[src/rtl/pri_issue_if.sv]
// pri_issue_if: request/issue bundle for pri_issue.
//   i_set  : per-source request pulses (bit i marks source i pending)
//   i_rdy  : consumer accepts the presented request
//   o_vld  : an issued request is presented
//   o_oh   : one-hot of the presented source (zero when o_vld low)
//   o_id   : binary index of the presented source (zero when o_vld low)
//   o_pend : pending vector, excluding the presented entry
// Modports: master = producer/consumer side, slave = pri_issue.
interface pri_issue_if #(
  parameter int W    = 8,
  parameter int ID_W = $clog2(W)
);
  logic [W-1:0]    i_set;
  logic            i_rdy;
  logic            o_vld;
  logic [W-1:0]    o_oh;
  logic [ID_W-1:0] o_id;
  logic [W-1:0]    o_pend;

  modport master (
    output i_set, i_rdy,
    input  o_vld, o_oh, o_id, o_pend
  );

  modport slave (
    input  i_set, i_rdy,
    output o_vld, o_oh, o_id, o_pend
  );
endinterface

[src/rtl/pri_issue.sv]
// pri_issue: collects per-source request pulses into a pending vector and
// issues one source per cycle through a single registered output stage.
// Ports:
//   clk    : single clock, all state updates on its rising edge
//   arst_n : asynchronous active-low reset (deassertion synchronous to clk)
//   bus    : pri_issue_if.slave (i_set, i_rdy in; o_vld, o_oh, o_id, o_pend out)
// Configuration macro PRI_ISSUE_RR_EN:
//   defined   -> round-robin; search starts one above the last issued id
//   undefined -> fixed priority, lowest pending index wins, no pointer state
module pri_issue #(
  parameter int W    = 8,
  parameter int ID_W = $clog2(W)
) (
  input logic        clk,
  input logic        arst_n,
  pri_issue_if.slave bus
);

  logic [W-1:0]    pend_r;
  logic            vld_r;
  logic [W-1:0]    oh_r;
  logic [ID_W-1:0] id_r;

  logic            any_s;
  logic            load_s;
  logic [ID_W-1:0] sel_id_s;
  logic [W-1:0]    sel_oh_s;
  logic [W-1:0]    clr_s;

`ifdef PRI_ISSUE_RR_EN
  logic [ID_W-1:0] ptr_r;

  // Rotating search: first pending bit at ptr+1, ptr+2, ... wrapping modulo W.
  always_comb begin
    int              cand;
    logic            found;
    logic [ID_W-1:0] idx;
    sel_id_s = '0;
    found    = 1'b0;
    cand     = 0;
    idx      = '0;
    for (int k = 1; k <= W; k++) begin
      cand     = int'(ptr_r) + k;
      // ptr+k never exceeds 2W-1, so one subtraction is enough to wrap.
      cand     = (cand >= W) ? (cand - W) : cand;
      idx      = ID_W'(cand);
      sel_id_s = (pend_r[idx] && !found) ? idx : sel_id_s;
      found    = found | pend_r[idx];
    end
  end

  // Pointer remembers the id of the most recent load; reset so index 0 is first.
  always_ff @(posedge clk or negedge arst_n) begin
    if (!arst_n) begin
      ptr_r <= ID_W'(W - 1);
    end else if (load_s) begin
      ptr_r <= sel_id_s;
    end else begin
      ptr_r <= ptr_r;
    end
  end
`else
  // Fixed priority: walking down from the top leaves the lowest pending index.
  always_comb begin
    sel_id_s = '0;
    for (int i = W - 1; i >= 0; i--) begin
      sel_id_s = pend_r[i] ? ID_W'(i) : sel_id_s;
    end
  end
`endif

  // Load decision and the one-hot that is cleared from the pending vector.
  always_comb begin
    sel_oh_s = '0;
    any_s    = |pend_r;
    // i_rdy only matters while something is presented.
    load_s   = (!vld_r || bus.i_rdy) && any_s;
    for (int i = 0; i < W; i++) begin
      sel_oh_s[i] = any_s && (sel_id_s == ID_W'(i));
    end
    clr_s = load_s ? sel_oh_s : '0;
  end

  // Pending vector: OR-in of i_set after the clear gives set priority over
  // clear, so a source re-requested while being loaded stays pending.
  always_ff @(posedge clk or negedge arst_n) begin
    if (!arst_n) begin
      pend_r <= '0;
    end else begin
      pend_r <= (pend_r & ~clr_s) | bus.i_set;
    end
  end

  // Single output stage: load, drain on accept with nothing pending, or hold.
  always_ff @(posedge clk or negedge arst_n) begin
    if (!arst_n) begin
      vld_r <= 1'b0;
      oh_r  <= '0;
      id_r  <= '0;
    end else if (load_s) begin
      vld_r <= 1'b1;
      oh_r  <= sel_oh_s;
      id_r  <= sel_id_s;
    end else if (vld_r && bus.i_rdy) begin
      vld_r <= 1'b0;
      oh_r  <= '0;
      id_r  <= '0;
    end else begin
      vld_r <= vld_r;
      oh_r  <= oh_r;
      id_r  <= id_r;
    end
  end

  assign bus.o_vld  = vld_r;
  assign bus.o_oh   = oh_r;
  assign bus.o_id   = id_r;
  assign bus.o_pend = pend_r;

endmodule

[src/flat_wrapper.sv]
// flat-port wrapper written by rule: the top's interface ports become plain ports
module pri_issue_flat 
#(
  parameter int W    = 8,
  parameter int ID_W = $clog2(W)
)
  (clk, arst_n, bus_i_set, bus_i_rdy, bus_o_vld, bus_o_oh, bus_o_id, bus_o_pend);
  pri_issue_if #(.W(W), .ID_W(ID_W)) bus_i ();
  input logic clk;
  input logic arst_n;
  input wire logic [$bits(bus_i.i_set)-1:0] bus_i_set;
  input wire logic [$bits(bus_i.i_rdy)-1:0] bus_i_rdy;
  output wire logic [$bits(bus_i.o_vld)-1:0] bus_o_vld;
  output wire logic [$bits(bus_i.o_oh)-1:0] bus_o_oh;
  output wire logic [$bits(bus_i.o_id)-1:0] bus_o_id;
  output wire logic [$bits(bus_i.o_pend)-1:0] bus_o_pend;
  assign bus_i.i_set = bus_i_set;
  assign bus_i.i_rdy = bus_i_rdy;
  assign bus_o_vld = bus_i.o_vld;
  assign bus_o_oh = bus_i.o_oh;
  assign bus_o_id = bus_i.o_id;
  assign bus_o_pend = bus_i.o_pend;
  pri_issue #(.W(W), .ID_W(ID_W)) u_core (.clk(clk), .arst_n(arst_n), .bus(bus_i));
endmodule
[config.mk]
export PLATFORM = sky130hd
export DESIGN_NAME = pri_issue_flat
export DESIGN_NICKNAME = d
export VERILOG_FILES = /design/src/rtl/pri_issue_if.sv /design/src/rtl/pri_issue.sv /design/src/flat_wrapper.sv
export SDC_FILE = /design/constraint.sdc
export NUM_CORES = 1
export LEC_CHECK = 0
export CAP_MARGIN = 20
export CORE_AREA = 2 2 45 58
export CTS_BUF_LIST = sky130_fd_sc_hd__clkbuf_8 sky130_fd_sc_hd__clkbuf_16
export DETAILED_ROUTE_END_ITERATION = 7
export DIE_AREA = 0 0 47 60
export GPL_TIMING_DRIVEN = 0
export PLACE_DENSITY = 0.75
export SLEW_MARGIN = 30
export SYNTH_ARGS = -nofsm -noshare
export SYNTH_HDL_FRONTEND = slang
export SYNTH_SLANG_ARGS = --single-unit
[constraint.sdc]
create_clock -name clk -period 1.7 [get_ports clk]
set_input_delay 0.51 -clock clk [delete_from_list [all_inputs] [get_ports clk]]
set_output_delay 0.51 -clock clk [all_outputs]
set_load 0.02 [all_outputs]
== Word level (Yosys, flattened, before mapping) ==
Cells that the tools add are included.
W data, S select, Z words.
Storage, ports and cells
  register bits: 20
  bits in latches: 0
  bits in writable memories: 0
  bits in read-only memories: 0
  input port bits: 11
  output and inout bits: 20
  word-level logic and storage cells: 44
  memories: 0
Operators by class
  $add $sub $neg: 0
  multiply operators: 0
  divide/modulo/power cells: 0
  magnitude comparators: 0
  equal/unequal tests: 7
  shifts and indexed selects: 0
  multiplexer cells: 15
  bitwise logic cells: 3
  reductions and logical operators: 15
Operators with widths (count)
  $mux W3: 10
  $mux W8: 3
  $eq A3 B3 Y1 const B: 4
  $logic_and A1 B1 Y1: 10
  $and A8 B8 Y8: 1
  $not A8 Y8: 1
  $or A8 B8 Y8: 1
  $reduce_or A8 Y1: 1
  $eq A3 B2 Y1 const B: 2
  $eq A3 B1 Y1 const B: 1
  $logic_not A3 Y1: 1
  $mux W1: 2
  $reduce_bool A2 Y1: 1
  $logic_not A1 Y1: 1
  $logic_or A1 B1 Y1: 1

== Longest topological paths before layout ==
  depth in word-level cells: 14
  gate-level depth with buffers: 4
  depth with buffers taken out: 4

== Worst setup path after synthesis ==
No wires, ideal clock.
  path kind: register -> register
  start: reg u_core.pend_r[3] (netlist: u_core.bus.o_pend[3])
  end: reg u_core.oh_r[5] (netlist: u_core.bus.o_oh[5])
  library setup time: 0.095 ns
  data arrival time: 1.582 ns
  required time: 1.605 ns
  path slack: 0.022 ns
  cell stages (with the launch flop): 5
  buffers on the path: 0
  period minus slack after synthesis: 1.678 ns
  path through: dfrtp_1 > or4_4 > o31ai_4 > nand2_1 > o31ai_1
On the way
  longest elaborated chain between the ends: 7
  elaborated cells between the ends (all ways): 10
  those cells by class: 1 x eq/ne; 5 x mux; 4 x reduce/logical
Ends and longest elaborated chain
  from (decl): line pri_issue.sv:19  | logic [W-1:0] pend_r;
  from (signal assigned): line pri_issue.sv:90  | pend_r <= (pend_r & ~clr_s) | bus.i_set;
  $mux W3 (4 in a row): line pri_issue.sv:67  | sel_id_s = pend_r[i] ? ID_W'(i) : sel_id_s;
  $eq A3 B3 Y1: line pri_issue.sv:79  | sel_oh_s[i] = any_s && (sel_id_s == ID_W'(i));
  $logic_and A1 B1 Y1: line pri_issue.sv:79
  $mux W8: line pri_issue.sv:100  | end else if (load_s) begin
  to (signal assigned): line pri_issue.sv:102  | oh_r <= sel_oh_s;
  to (signal assigned): line pri_issue.sv:110  | oh_r <= oh_r;
  to (decl): line pri_issue.sv:21  | logic [W-1:0] oh_r;
Parallel ways exist; a longest one is shown, timed or not.
A chain may end at the register's enable or synchronous reset.

== Worst setup path in the final report ==
  start: reg u_core.pend_r[4] (netlist: u_core.bus.o_pend[4])
  end: reg u_core.oh_r[3] (netlist: u_core.bus.o_oh[3])
On the way
  longest elaborated chain between the ends: 8
  elaborated cells between the ends (all ways): 11
  those cells by class: 1 x eq/ne; 6 x mux; 4 x reduce/logical
Ends and longest elaborated chain (line)
  $mux W3 (5 in a row): pri_issue.sv:67
  $eq A3 B2 Y1: pri_issue.sv:79
  $logic_and A1 B1 Y1: pri_issue.sv:79
  $mux W8: pri_issue.sv:100
Parallel ways exist; a longest one is shown, timed or not.

==> impl_metrics.yaml <==
placement:
  dpl_cell_area_um2: 1170
  portBuffers: 30
  dp.final_hpwl_um: 1380
  gp_congestion: 0.747
  place_ws_ns: -0.235
power_and_ir_drop:
  ir_drop_uv: 456
  powerDensity_nw_per_um2: 719
  power_leakage_uw: 0.000546
floorplan:
  fp.coreArea_um2: 2300
  die_h_um: 60
  num_rows: 20
  die_area_um2: 2820
  num_io_pins: 31
  dieWidth_um: 47
  start_util: 0.359
hold_path:
  whs_path_depth: 2
  hold_start: "u_core.bus.o_oh[5]"
  min_path_type: "flop to flop"
  min_to: "u_core.bus.o_oh[5]"
drt:
  drc_errors: 0
  avgRoutedWirePerCell_um: 12.7
  vias: 696
  routed_via_density: 4.87
  drt-pass1-iter-count: 4
  drtAntennaViolNets: 0
  routed_wl_um: 1820
  drtIter0Drc: 11
clock_network:
  cts_tree: "yes"
  cts_buffer_depth: 2
  clock_sinks: 20
  postCtsHoldBufs: 0
  clkTransAtPathRegs_ns: 0.07
  cts-root-buf: "clkbuf_8"
  clock_latency_ns: 0.25
  cts_max_level: 1
  cts-buffers-inserted: 3
yosys:
  ys_types: 21
  synth_top_family_by_area: "compound AO/OA/AOI/OAI gates"
  synth_top_area_share: 0.606
  synth_area_per_cell_um2: 11.3
  synth_edf_count: 0
  muxShareOfSynthArea: 0
  netlist_instances: 73
  ys_seq_area_frac: 0.606
  synth.area.top_cells: "dfrtp_1 (61%), a21o_1 (8.2%), nand2_1 (4.5%)"
  yosys.area_share.simple: 0.171
  yosys-top-cells-count: "dfrtp_1 (20), nand2_1 (10), a21o_1 (9)"
  synth_fa_ha_area_frac: 0
  synth_compound_area_frac: 0.209
  yosysMostFrequentCell: "dfrtp_1"
  synth_xor_xnor_area_share: 0
  yosys.area.top_type: "dfrtp_1"
  yosysWarnings: 0
  synth-async-reset-ratio: 1.00
  syn-cell-area_um2: 826
  ys_ff_latch: 20
  synth_ff_type: "dfrtp_1"
  syn_nets: 84
cells_and_area:
  n_antenna_cell: 0
  areaGrowthSynthToFinish_pct: 49.1
  finish.instance_area_um2: 1230
  drive_gt1_frac: 0.127
  nets: 123
timing:
  fin_crit_ns: 1.66
  setup_viol: 0
  post-route-period-util: 0.976
  drv_slew: 0
  slew_headroom: 0.430
  max_freq_mhz: 603
  hold_viol_final: 0
  tightest_slew_ns: 0.853
  fin_ws_ns: 0.0407
  finClkSkew_ns: 0.00342
  rsz0062_at_grt: "true"
setup_path:
  reg2reg_to: "u_core.bus.o_oh[3]"
  cp_max_fo: 7
  crit_chain: "or4_4 -> o31ai_4 -> buf_4 -> nand2_1 -> o21ai_0"
  crit_path_max_incr_delay_ns: 0.58
  regToRegSetupSlack_ns: 0.04
  required_ns: 1.86
  start_kind: "flop"
  crit_type: "flop to flop"
  timing.rr.start: "u_core.bus.o_pend[4]"
  worst_setup_path_end_kind: "flop"
  reg2regPathDepth: 5
  slowest_stage: "or4_4"
  worstPathArrival_ns: 1.82
global_route:
  grt_max_degree: 21
  overflow: 0
  antenna_found_initial: 0
  grt_usage: 0.146
  grt_pass1_wl_um: 2980
  grt_pass1_vias: 683
job:
  max_cap_viol_count: 0
status:
  status: "finished clean"
==> cells in the final DEF (no fill, tap or decap), types with 2 or more instances in the layout <==
| cell type | count |
|---|---|
| dlygate4sd2_1 | 20 |
| dfrtp_1 | 19 |
| nand2_1 | 10 |
| clkdlybuf4s50_1 | 10 |
| a21o_1 | 9 |
| o21ai_0 | 7 |
| nand2b_1 | 5 |
| nor2_1 | 4 |
| buf_4 | 4 |
| inv_1 | 3 |
| clkbuf_8 | 3 |
| or4_4 | 2 |
| a22o_1 | 2 |
==> registers in the layout, summed over array words and instances, names as in the netlist <==
signal,flops
u_core.bus.o_pend,8
u_core.bus.o_vld,1
u_core.bus.o_oh,8
u_core.bus.o_id,3
==> worst max-delay path by stage <==
stage                                    start              endpoint
after CTS                            bus_i_rdy  u_core.bus.o_pend[3]
after global routing      u_core.bus.o_pend[4]    u_core.bus.o_oh[2]
after floorplan           u_core.bus.o_pend[3]    u_core.bus.o_oh[5]
after detailed placement             bus_i_rdy  u_core.bus.o_pend[3]
final                     u_core.bus.o_pend[4]    u_core.bus.o_oh[3]
after global placement               bus_i_rdy  u_core.bus.o_pend[3]
==> critical path: cells and delay by family (launching register included) <==
kind                   cells  cell delay [ns]
and+or+nand+nor            2             0.64
AOI/OAI and AO/OA          2             0.32
DFF                        1             0.45
buffers and inverters      1             0.18
==> kinds of logic after synthesis <==
group,count (synthesis)
AOI/OAI and AO/OA,23
buffers and inverters,3
DFF,20
and+or+nand+nor,27
==> per-stage QoR <==
stage / hold slack, ns / total power, uW / std cells / utilization / TNS, ns
final: 0.473 / 885 / 143 / 0.535 / 0
after floorplan: 0.214 / 544 / 73 / - / 0
after detailed placement: 0.466 / 611 / 136 / 0.507 / -1.24
after global placement: 0.466 / 608 / 136 / 0.507 / -0.953
after global routing: 0.510 / 926 / 143 / 0.535 / -0.0347
after CTS: 0.475 / 892 / 141 / 0.527 / 0
==> timing repair <==
item | in CTS | in global routing
endpoints found under the setup margin | 31 | 12
pin swaps | 1 | 0
gates resized for setup | 23 | 2
buffers inserted | 2 | 2
endpoints found under the hold margin | 0 | 0
==> layer usage <==
layer  share of wire  vias to the layer above  GRT usage  routed length [um]
li1                -                      338          -                   -
met1            0.41                      339      0.193                 756
met2            0.54                       17      0.239                 987
met3           0.034                        2     0.0272                  62
met4          0.0088                        0     0.0437                  16
met5               0                        -          0                   0
==> area by class of cell <==
| class | count | area (um^2) |
|---|---|---|
| clock buffers | 3 | 41.3 |
| well taps | 33 | 41.3 |
| inverters | 3 | 11.3 |
| multi-input cells | 50 | 330 |
| repair buffers | 34 | 305 |
| flip-flops and latches | 20 | 502 |
| fillers | 232 | 1070 |
==> where the power goes <==
part           switching (uW)  internal, uW
clock network             132           157
registers                11.0           489
logic                    49.5          46.7
Power figures use the tool's default switching activity.
